===== config.mk =====
export PLATFORM = sky130hd
export DESIGN_NAME = mmio_str_reader
export DESIGN_NICKNAME = d
export VERILOG_FILES = /design/src/rtl/mmio_str_reader.sv
export SDC_FILE = /design/constraint.sdc
export NUM_CORES = 1
export LEC_CHECK = 0
export ABC_AREA = 1
export BUFFER_PORTS_ARGS = -buffer_cell sky130_fd_sc_hd__buf_2
export CAP_MARGIN = 10
export CORE_MARGIN = 2
export CORE_UTILIZATION = 36
export DETAILED_ROUTE_END_ITERATION = 12
export HOLD_SLACK_MARGIN = 0.02
export PLACE_DENSITY = 0.61
export REMOVE_ABC_BUFFERS = 1
export SLEW_MARGIN = 20
export SYNTH_ARGS = -nofsm -noshare
export SYNTH_HDL_FRONTEND = slang
export SYNTH_SLANG_ARGS = --single-unit

===== constraint.sdc =====
create_clock -name clk -period 4.8 [get_ports clk]
set_clock_uncertainty 0.05 [all_clocks]
set_input_delay 0.72 -clock clk [delete_from_list [all_inputs] [get_ports clk]]
set_output_delay 0.72 -clock clk [all_outputs]
set_load 0.01 [all_outputs]

===== src/rtl/mmio_str_reader.sv =====
// Snoops a CPU write bus: posts integer writes, and for a string-address write walks
// 16-bit words in memory, streaming the low byte of each word until a zero word.
module mmio_str_reader #(
  parameter logic [15:0] INT_ADDR = 16'h1000,
  parameter logic [15:0] STR_ADDR = 16'h1002,
  parameter int unsigned MAX_LEN  = 512
) (
  input  logic        clk,
  input  logic        reset,
  input  logic [15:0] i_cpu_addr,
  input  logic        i_cpu_wr,
  input  logic [15:0] i_cpu_wrdata,
  output logic [15:0] o_mem_addr,
  output logic        o_mem_rd,
  input  logic [15:0] i_mem_rddata,
  output logic        o_int_valid,
  output logic [15:0] o_int_data,
  output logic [7:0]  o_char,
  output logic        o_char_valid,
  input  logic        i_char_ready,
  output logic        o_str_done,
  output logic        o_str_err,
  output logic [9:0]  o_str_len,
  output logic        o_busy,
  output logic        o_drop
);

  typedef enum logic [2:0] {
    S_IDLE    = 3'd0,
    S_RD_REQ  = 3'd1,
    S_RD_WAIT = 3'd2,
    S_EMIT    = 3'd3,
    S_FINISH  = 3'd4
  } state_t;

  localparam logic [9:0] MAX_CNT = 10'(MAX_LEN);

  state_t      r_state;
  logic [15:0] r_ptr;
  logic [9:0]  r_count;
  logic        r_ok;
  logic [15:0] r_mem_addr;
  logic        r_mem_rd;
  logic        r_int_valid;
  logic [15:0] r_int_data;
  logic [7:0]  r_char;
  logic        r_char_valid;
  logic        r_str_done;
  logic        r_str_err;
  logic [9:0]  r_str_len;
  logic        r_busy;
  logic        r_drop;

  logic        w_int_wr;
  logic        w_str_wr;
  logic [15:0] w_str_ptr;
  logic [9:0]  w_cnt_inc;
  logic [15:0] w_ptr_inc;

  assign w_int_wr  = i_cpu_wr && (i_cpu_addr == INT_ADDR);
  assign w_str_wr  = i_cpu_wr && (i_cpu_addr == STR_ADDR);
  // Strings are word aligned: the low address bit of the CPU data is discarded.
  assign w_str_ptr = i_cpu_wrdata & 16'hFFFE;
  assign w_cnt_inc = r_count + 10'd1;
  assign w_ptr_inc = r_ptr + 16'd2;

  // Integer post path, string-walk FSM and all registered outputs.
  always_ff @(posedge clk) begin
    if (!reset) begin
      r_state      <= S_IDLE;
      r_ptr        <= 16'h0000;
      r_count      <= 10'd0;
      r_ok         <= 1'b0;
      r_mem_addr   <= 16'h0000;
      r_mem_rd     <= 1'b0;
      r_int_valid  <= 1'b0;
      r_int_data   <= 16'h0000;
      r_char       <= 8'h00;
      r_char_valid <= 1'b0;
      r_str_done   <= 1'b0;
      r_str_err    <= 1'b0;
      r_str_len    <= 10'd0;
      r_busy       <= 1'b0;
      r_drop       <= 1'b0;
    end else begin
      r_int_valid <= 1'b0;
      r_drop      <= 1'b0;
      r_str_done  <= 1'b0;
      r_str_err   <= 1'b0;
      r_mem_rd    <= 1'b0;
      r_mem_addr  <= 16'h0000;

      if (w_int_wr) begin
        r_int_data  <= i_cpu_wrdata;
        r_int_valid <= 1'b1;
      end

      if (w_str_wr && (r_state != S_IDLE)) begin
        r_drop <= 1'b1;
      end

      case (r_state)
        S_IDLE: begin
          if (w_str_wr) begin
            r_ptr      <= w_str_ptr;
            r_count    <= 10'd0;
            r_mem_rd   <= 1'b1;
            r_mem_addr <= w_str_ptr;
            r_busy     <= 1'b1;
            r_state    <= S_RD_REQ;
          end else begin
            r_busy <= 1'b0;
          end
        end
        S_RD_REQ: begin
          r_state <= S_RD_WAIT;
        end
        S_RD_WAIT: begin
          if (i_mem_rddata == 16'h0000) begin
            r_ok    <= 1'b1;
            r_state <= S_FINISH;
          end else begin
            r_char       <= i_mem_rddata[7:0];
            r_char_valid <= 1'b1;
            r_state      <= S_EMIT;
          end
        end
        S_EMIT: begin
          if (i_char_ready) begin
            r_char_valid <= 1'b0;
            r_count      <= w_cnt_inc;
            r_ptr        <= w_ptr_inc;
            if (w_cnt_inc == MAX_CNT) begin
              r_ok    <= 1'b0;
              r_state <= S_FINISH;
            end else begin
              r_mem_rd   <= 1'b1;
              r_mem_addr <= w_ptr_inc;
              r_state    <= S_RD_REQ;
            end
          end else begin
            r_state <= S_EMIT;
          end
        end
        S_FINISH: begin
          r_str_done <= r_ok;
          r_str_err  <= !r_ok;
          r_str_len  <= r_count;
          r_busy     <= 1'b0;
          r_state    <= S_IDLE;
        end
        default: begin
          r_char_valid <= 1'b0;
          r_busy       <= 1'b0;
          r_state      <= S_IDLE;
        end
      endcase
    end
  end

  assign o_mem_addr   = r_mem_addr;
  assign o_mem_rd     = r_mem_rd;
  assign o_int_valid  = r_int_valid;
  assign o_int_data   = r_int_data;
  assign o_char       = r_char;
  assign o_char_valid = r_char_valid;
  assign o_str_done   = r_str_done;
  assign o_str_err    = r_str_err;
  assign o_str_len    = r_str_len;
  assign o_busy       = r_busy;
  assign o_drop       = r_drop;

endmodule


### After elaboration in Yosys (flattened, before gate mapping)

Index checks and enable logic that the tools add are counted.

| operators by class | value |
|---|---|
| equal/unequal tests | 12 |
| bitwise gates (word level) | 2 |
| reduce and logical (&&, ||, !) cells | 16 |
| add/subtract/negate cells | 2 |
| muxes and demuxes | 29 |

Operator list:

| cell | number |
|---|---|
| 2-to-1 mux 16 bit | 5 |
| one-hot mux 16 bit (2 select lines) | 2 |
| equality test 16 x 13 -> 1 bit (second input constant) | 2 |
| 2-to-1 mux 10 bit | 2 |
| one-hot mux 10 bit (2 select lines) | 1 |
| adder 16 x 2 -> 16 bit (second input constant) | 1 |
| zero test 16 bit | 1 |
| 2-to-1 mux 3 bit | 4 |
| one-hot mux 3 bit (4 select lines) | 1 |
| adder 10 x 1 -> 10 bit (second input constant) | 1 |
| equality test 10 bit (second input constant) | 1 |
| 2-to-1 mux 1 bit | 10 |
| inequality test 2 bit (second input constant) | 5 |
| equality test 3 x 2 -> 1 bit (second input constant) | 2 |
| one-hot mux 1 bit (2 select lines) | 3 |
| AND reduction 3 bit | 2 |
| OR reduction 3 bit | 2 |
| AND reduction 2 bit | 2 |
| AND reduction 4 bit | 1 |
| nonzero test 2 bit | 2 |
| equality test 3 x 1 -> 1 bit (second input constant) | 1 |
| equality test 3 bit (second input constant) | 1 |
| logical AND 1 bit | 3 |
| zero test 3 bit | 1 |
| other kinds (4) | 5 |

| word-level totals | value |
|---|---|
| register bits | 87 |
| output and inout port bits | 57 |

### Logic depth before layout (Yosys ltp)

| logic depth | value |
|---|---|
| word-level depth | 5 |
| depth in mapped cells | 12 |

### Worst setup path before layout

No wires, ideal clock.

| timing path | value |
|---|---|
| path kind | input -> register |
| start | in i_cpu_addr[3] |
| end | reg r_ptr[13] |
| buffers on the path | 1 |
| slack | 2.837 ns |
| setup time | 0.117 ns |
| data required time | 4.633 ns |
| data arrival time | 1.796 ns |
| stages | 8 |
| path through | or2_1 > nor3_1 > nand4_1 > nand2_1 > nand2_2 > buf_6 > nor3b_1 > nor2_1 |

| on the way | value |
|---|---|
| word-level cells in the longest chain between the ends | 4 |

RTL lines:

| what | RTL line | text |
|---|---|---|
| start, declared | 10 | `input logic [15:0] i_cpu_addr,` |
| equality test 16 x 13 -> 1 bit | 61 | `assign w_str_wr = i_cpu_wr && (i_cpu_addr == STR_ADDR);` |
| logical AND 1 bit | 61 |  |
| inequality test 2 bit (no line) | -- |  |
| AND reduction 3 bit (no line) | -- |  |
| end signal, assigned | 105 | `r_ptr <= w_str_ptr;` |
| end signal, assigned | 132 | `r_ptr <= w_ptr_inc;` |
| end, declared | 39 | `logic [15:0] r_ptr;` |

Every way passes these cells.
A chain may end at the register's enable or synchronous reset.

### Final worst setup path

| timing path | value |
|---|---|
| start | reg r_state[0] |
| end | reg r_ptr[15] |

| on the way | value |
|---|---|
| word-level cells in the longest chain between the ends | 3 |
| elaborated cells on any way between the ends | 7 |
| classes of those cells | eq/ne (3); mux (1); reduce/logical (3) |

RTL lines:

| what | RTL line | text |
|---|---|---|
| start, declared | 38 | `state_t r_state;` |
| start signal, assigned | 70 | `r_state <= S_IDLE;` |
| start signal, assigned | 110 | `r_state <= S_RD_REQ;` |
| start signal, assigned | 116 | `r_state <= S_RD_WAIT;` |
| equality test 3 x 2 -> 1 bit or zero test 3 bit (tied branches) | 102 | `case (r_state)` |
| inequality test 2 bit (no line) or nonzero test 2 bit (tied branches) | -- |  |
| AND reduction 3 bit (no line) | -- |  |

Parallel ways exist; a longest one is shown, timed or not.

==> impl_metrics.json <==
{
  "antenna_found_initial": 0,
  "ir_drop_v": 0.000121,
  "final-setup-viol-count": 0,
  "layout.cells.most_common": "sky130_fd_sc_hd__nand2_1",
  "worst_pin_slew_ns": 0.886,
  "tritoncts": "built",
  "timing.critical_path.arrival_ns": 2.73,
  "multi_input_area_um2": 1950,
  "cp-start-kind": "flop",
  "port_buffers": 108,
  "status": "completed",
  "floorplan.io_pins": 109,
  "final.hold.worst_slack_ns": 0.392,
  "finalCriticalPeriod_ns": 2.52,
  "route.detailed.wl_per_inst_um": 12.8,
  "synth-warning-count": 0,
  "grtUsageTotal_pct": 18.0,
  "post_synth_num_cell_types": 33,
  "max-clock-path-buffers": 2,
  "chipHeight_um": 110,
  "layout.area.seq_um2": 1720,
  "postRouteAntennaNets": 0,
  "cp_data_required_time_ns": 5.00,
  "post_route_clock_period_utilization_pct": 52.6,
  "die-area_um2": 12000,
  "post_cts_buffers": 0,
  "r2r_setup_slack_ns": 2.28,
  "synth_seq_area_share_pct": 42.9,
  "detail_route.iter0.violations": 231,
  "worst-path-max-fanout": 26,
  "antenna_cells": 0,
  "rows": 38,
  "grt_start_max_net_pins": 54,
  "path_clk_slew_ns": 0.08,
  "dp.final_hpwl_um": 7330,
  "grt_pass1_wl_um": 17300,
  "power.density_cell_area_nw_per_um2": 316,
  "clkSinkCount": 86,
  "slew_viol_final": 0,
  "routed_via_density": 4.95,
  "ys_seq_elements": 86,
  "hp-class": "flop to flop",
  "finalWirelength_um": 10500,
  "ctsResizeCount": 0,
  "grt_overflow": 0,
  "cts.root.buffer_cell": "sky130_fd_sc_hd__clkbuf_8",
  "fillerInstances": 1144,
  "first_global_vias": 3835,
  "synth_cells": 584,
  "cts_buffers": 9,
  "chipWidth_um": 110,
  "critical_path_class": "flop to flop",
  "max_cap_viol_count": 0,
  "setup_repair_after_global_routing_missed_its_margin": "no",
  "via_count": 4066,
  "post_cts_hold_buffer_count": 0,
  "max_freq_ghz": 0.396,
  "gpl.final_weighted_congestion": 0.838,
  "setup_tns_ns": 0,
  "hold_violation_total_from_the_final_report": 0,
  "detail_route.first_pass.iterations": 4,
  "nets": 733,
  "timing.max_slew.rel_slack_pct": 40.9,
  "worstSetupEndpointType": "flop",
  "layout_common_cells": "sky130_fd_sc_hd__nand2_1, sky130_fd_sc_hd__buf_2, sky130_fd_sc_hd__dfxtp_1",
  "syn2layout_area_growth_pct": 19.6,
  "clk_latency_worst_skew_pair_ns": 0.36,
  "syn_area_per_cell_um2": 6.87,
  "post_synth_instance_area_um2": 4010,
  "cts-htree-levels": 3,
  "floorplan.core_area_um2": 10800,
  "start_util_pct": 37.0,
  "p_leak_uw": 0.00210,
  "drive_above_1_share_pct": 20.7,
  "detail_route.drc_violations": 0
}
==> cell families (layout without fill, tap and decap cells) <==
group | count (synthesis) | after routing | share of synthesized area, %
compound gates | 123 | 123 | 15.8
other cells | 1 | 1 | 0.0935
buf+inv | 85 | 183 | 8.61
simple gates | 285 | 285 | 31.5
xor+xnor | 2 | 2 | 0.437
fa+ha+maj | 2 | 2 | 0.624
flops | 86 | 86 | 42.9
==> layer usage <==
metal | vias to the layer above | part of all wire (%) | global-route usage (%)
li1 | 2098 | - | -
met5 | - | 0 | 0
met4 | 0 | 1.7 | 6.87
met1 | 1817 | 46 | 22.4
met2 | 137 | 46 | 30.1
met3 | 14 | 6.8 | 4.45
==> sequential cells by signal (all words and copies together), names as in the netlist, 3 cells and up <==
register and count:
r_ptr 15, o_int_data 16, o_char 8, o_str_len 10, r_count 10, o_mem_addr 16
r_state 3
==> final timing paths <==
kind	startpoint	to	cells after the start
worst max register to register	r_state[0]$_SDFFE_PN0P_	r_ptr[15]$_SDFFE_PN0P_	9
worst max-delay path	r_state[0]$_SDFFE_PN0P_	r_ptr[15]$_SDFFE_PN0P_	9
worst min register to register	o_int_data[0]$_SDFFE_PN0P_	o_int_data[0]$_SDFFE_PN0P_	2
worst min-delay path	o_int_data[0]$_SDFFE_PN0P_	o_int_data[0]$_SDFFE_PN0P_	2
==> cell type report <==
class	count	share of cell area (%)
Multi-Input combinational cell	413	40.6
Sequential cell	86	35.9
Timing Repair Buffer	111	11.7
Inverter	58	4.54
Tap cell	140	3.65
Clock buffer	13	3.52
Clock inverter	1	0.104
==> metrics by stage <==
stage               instance area [um2]  setup WS [ns]  std cells  utilization, %  total power, uW
finish                             4800           2.28        822            44.3             1520
global placement                   4620           2.19        808            42.6             1050
CTS                                4790           2.22        822            44.2             1530
global route                       4800           1.95        822            44.3             1600
floorplan                          3880           2.49        557               -              968
detailed placement                 4620           2.08        808            42.6             1060
==> synth_stat cells <==
| master | count | share of area, % |
|---|---|---|
| sky130_fd_sc_hd__o21ai_0 | 48 | 6.0 |
| sky130_fd_sc_hd__nor2_2 | 4 | 0.62 |
| sky130_fd_sc_hd__nand2_2 | 3 | 0.47 |
| sky130_fd_sc_hd__conb_1 | 1 | 0.094 |
| sky130_fd_sc_hd__o31ai_1 | 4 | 0.75 |
| sky130_fd_sc_hd__a21oi_2 | 1 | 0.22 |
| sky130_fd_sc_hd__nand3b_1 | 6 | 1.1 |
| sky130_fd_sc_hd__buf_1 | 2 | 0.19 |
| sky130_fd_sc_hd__o21bai_1 | 1 | 0.19 |
| sky130_fd_sc_hd__nor4_1 | 4 | 0.62 |
| sky130_fd_sc_hd__nor3_1 | 9 | 1.1 |
| sky130_fd_sc_hd__dfxtp_1 | 86 | 43 |
| sky130_fd_sc_hd__buf_2 | 3 | 0.37 |
| sky130_fd_sc_hd__nand3_2 | 1 | 0.25 |
| sky130_fd_sc_hd__or2_4 | 1 | 0.22 |
| sky130_fd_sc_hd__nand4_1 | 10 | 1.6 |
| sky130_fd_sc_hd__nand2_1 | 117 | 11 |
| sky130_fd_sc_hd__inv_2 | 5 | 0.47 |
| sky130_fd_sc_hd__nor2_1 | 73 | 6.8 |
| sky130_fd_sc_hd__o21a_1 | 1 | 0.19 |
| sky130_fd_sc_hd__nor3b_1 | 6 | 1.1 |
| sky130_fd_sc_hd__clkbuf_1 | 18 | 1.7 |
| sky130_fd_sc_hd__and3_1 | 1 | 0.16 |
| sky130_fd_sc_hd__nand3_1 | 48 | 6.0 |
| sky130_fd_sc_hd__inv_1 | 53 | 5.0 |
| sky130_fd_sc_hd__xor2_1 | 2 | 0.44 |
| sky130_fd_sc_hd__nor2_4 | 1 | 0.28 |
| sky130_fd_sc_hd__o21ai_1 | 3 | 0.37 |
| sky130_fd_sc_hd__ha_1 | 2 | 0.62 |
| sky130_fd_sc_hd__buf_4 | 2 | 0.37 |
| sky130_fd_sc_hd__or2_1 | 1 | 0.16 |
| sky130_fd_sc_hd__a21oi_1 | 65 | 8.1 |
| sky130_fd_sc_hd__buf_6 | 2 | 0.56 |
==> worst max-delay path: stages, from the launching register on <==
cell and delay [ns]:
sky130_fd_sc_hd__dfxtp_1 0.46, sky130_fd_sc_hd__inv_2 0.08, sky130_fd_sc_hd__nor2_4 0.35, sky130_fd_sc_hd__inv_2 0.30
sky130_fd_sc_hd__nand2_1 0.16, sky130_fd_sc_hd__nand2_2 0.08, sky130_fd_sc_hd__a21oi_2 0.65, sky130_fd_sc_hd__nand2_1 0.10
sky130_fd_sc_hd__nor2_1 0.12, sky130_fd_sc_hd__nor2_1 0.05
==> power by group <==
part	leakage [uW]	internal [uW]	switching [uW]	total [uW]
combinational	0.00132	82.2	153	235
sequential	0.000694	762	48.3	810
clock	0.0000914	225	245	470
No activity file was read; power rests on OpenSTA's default activity.
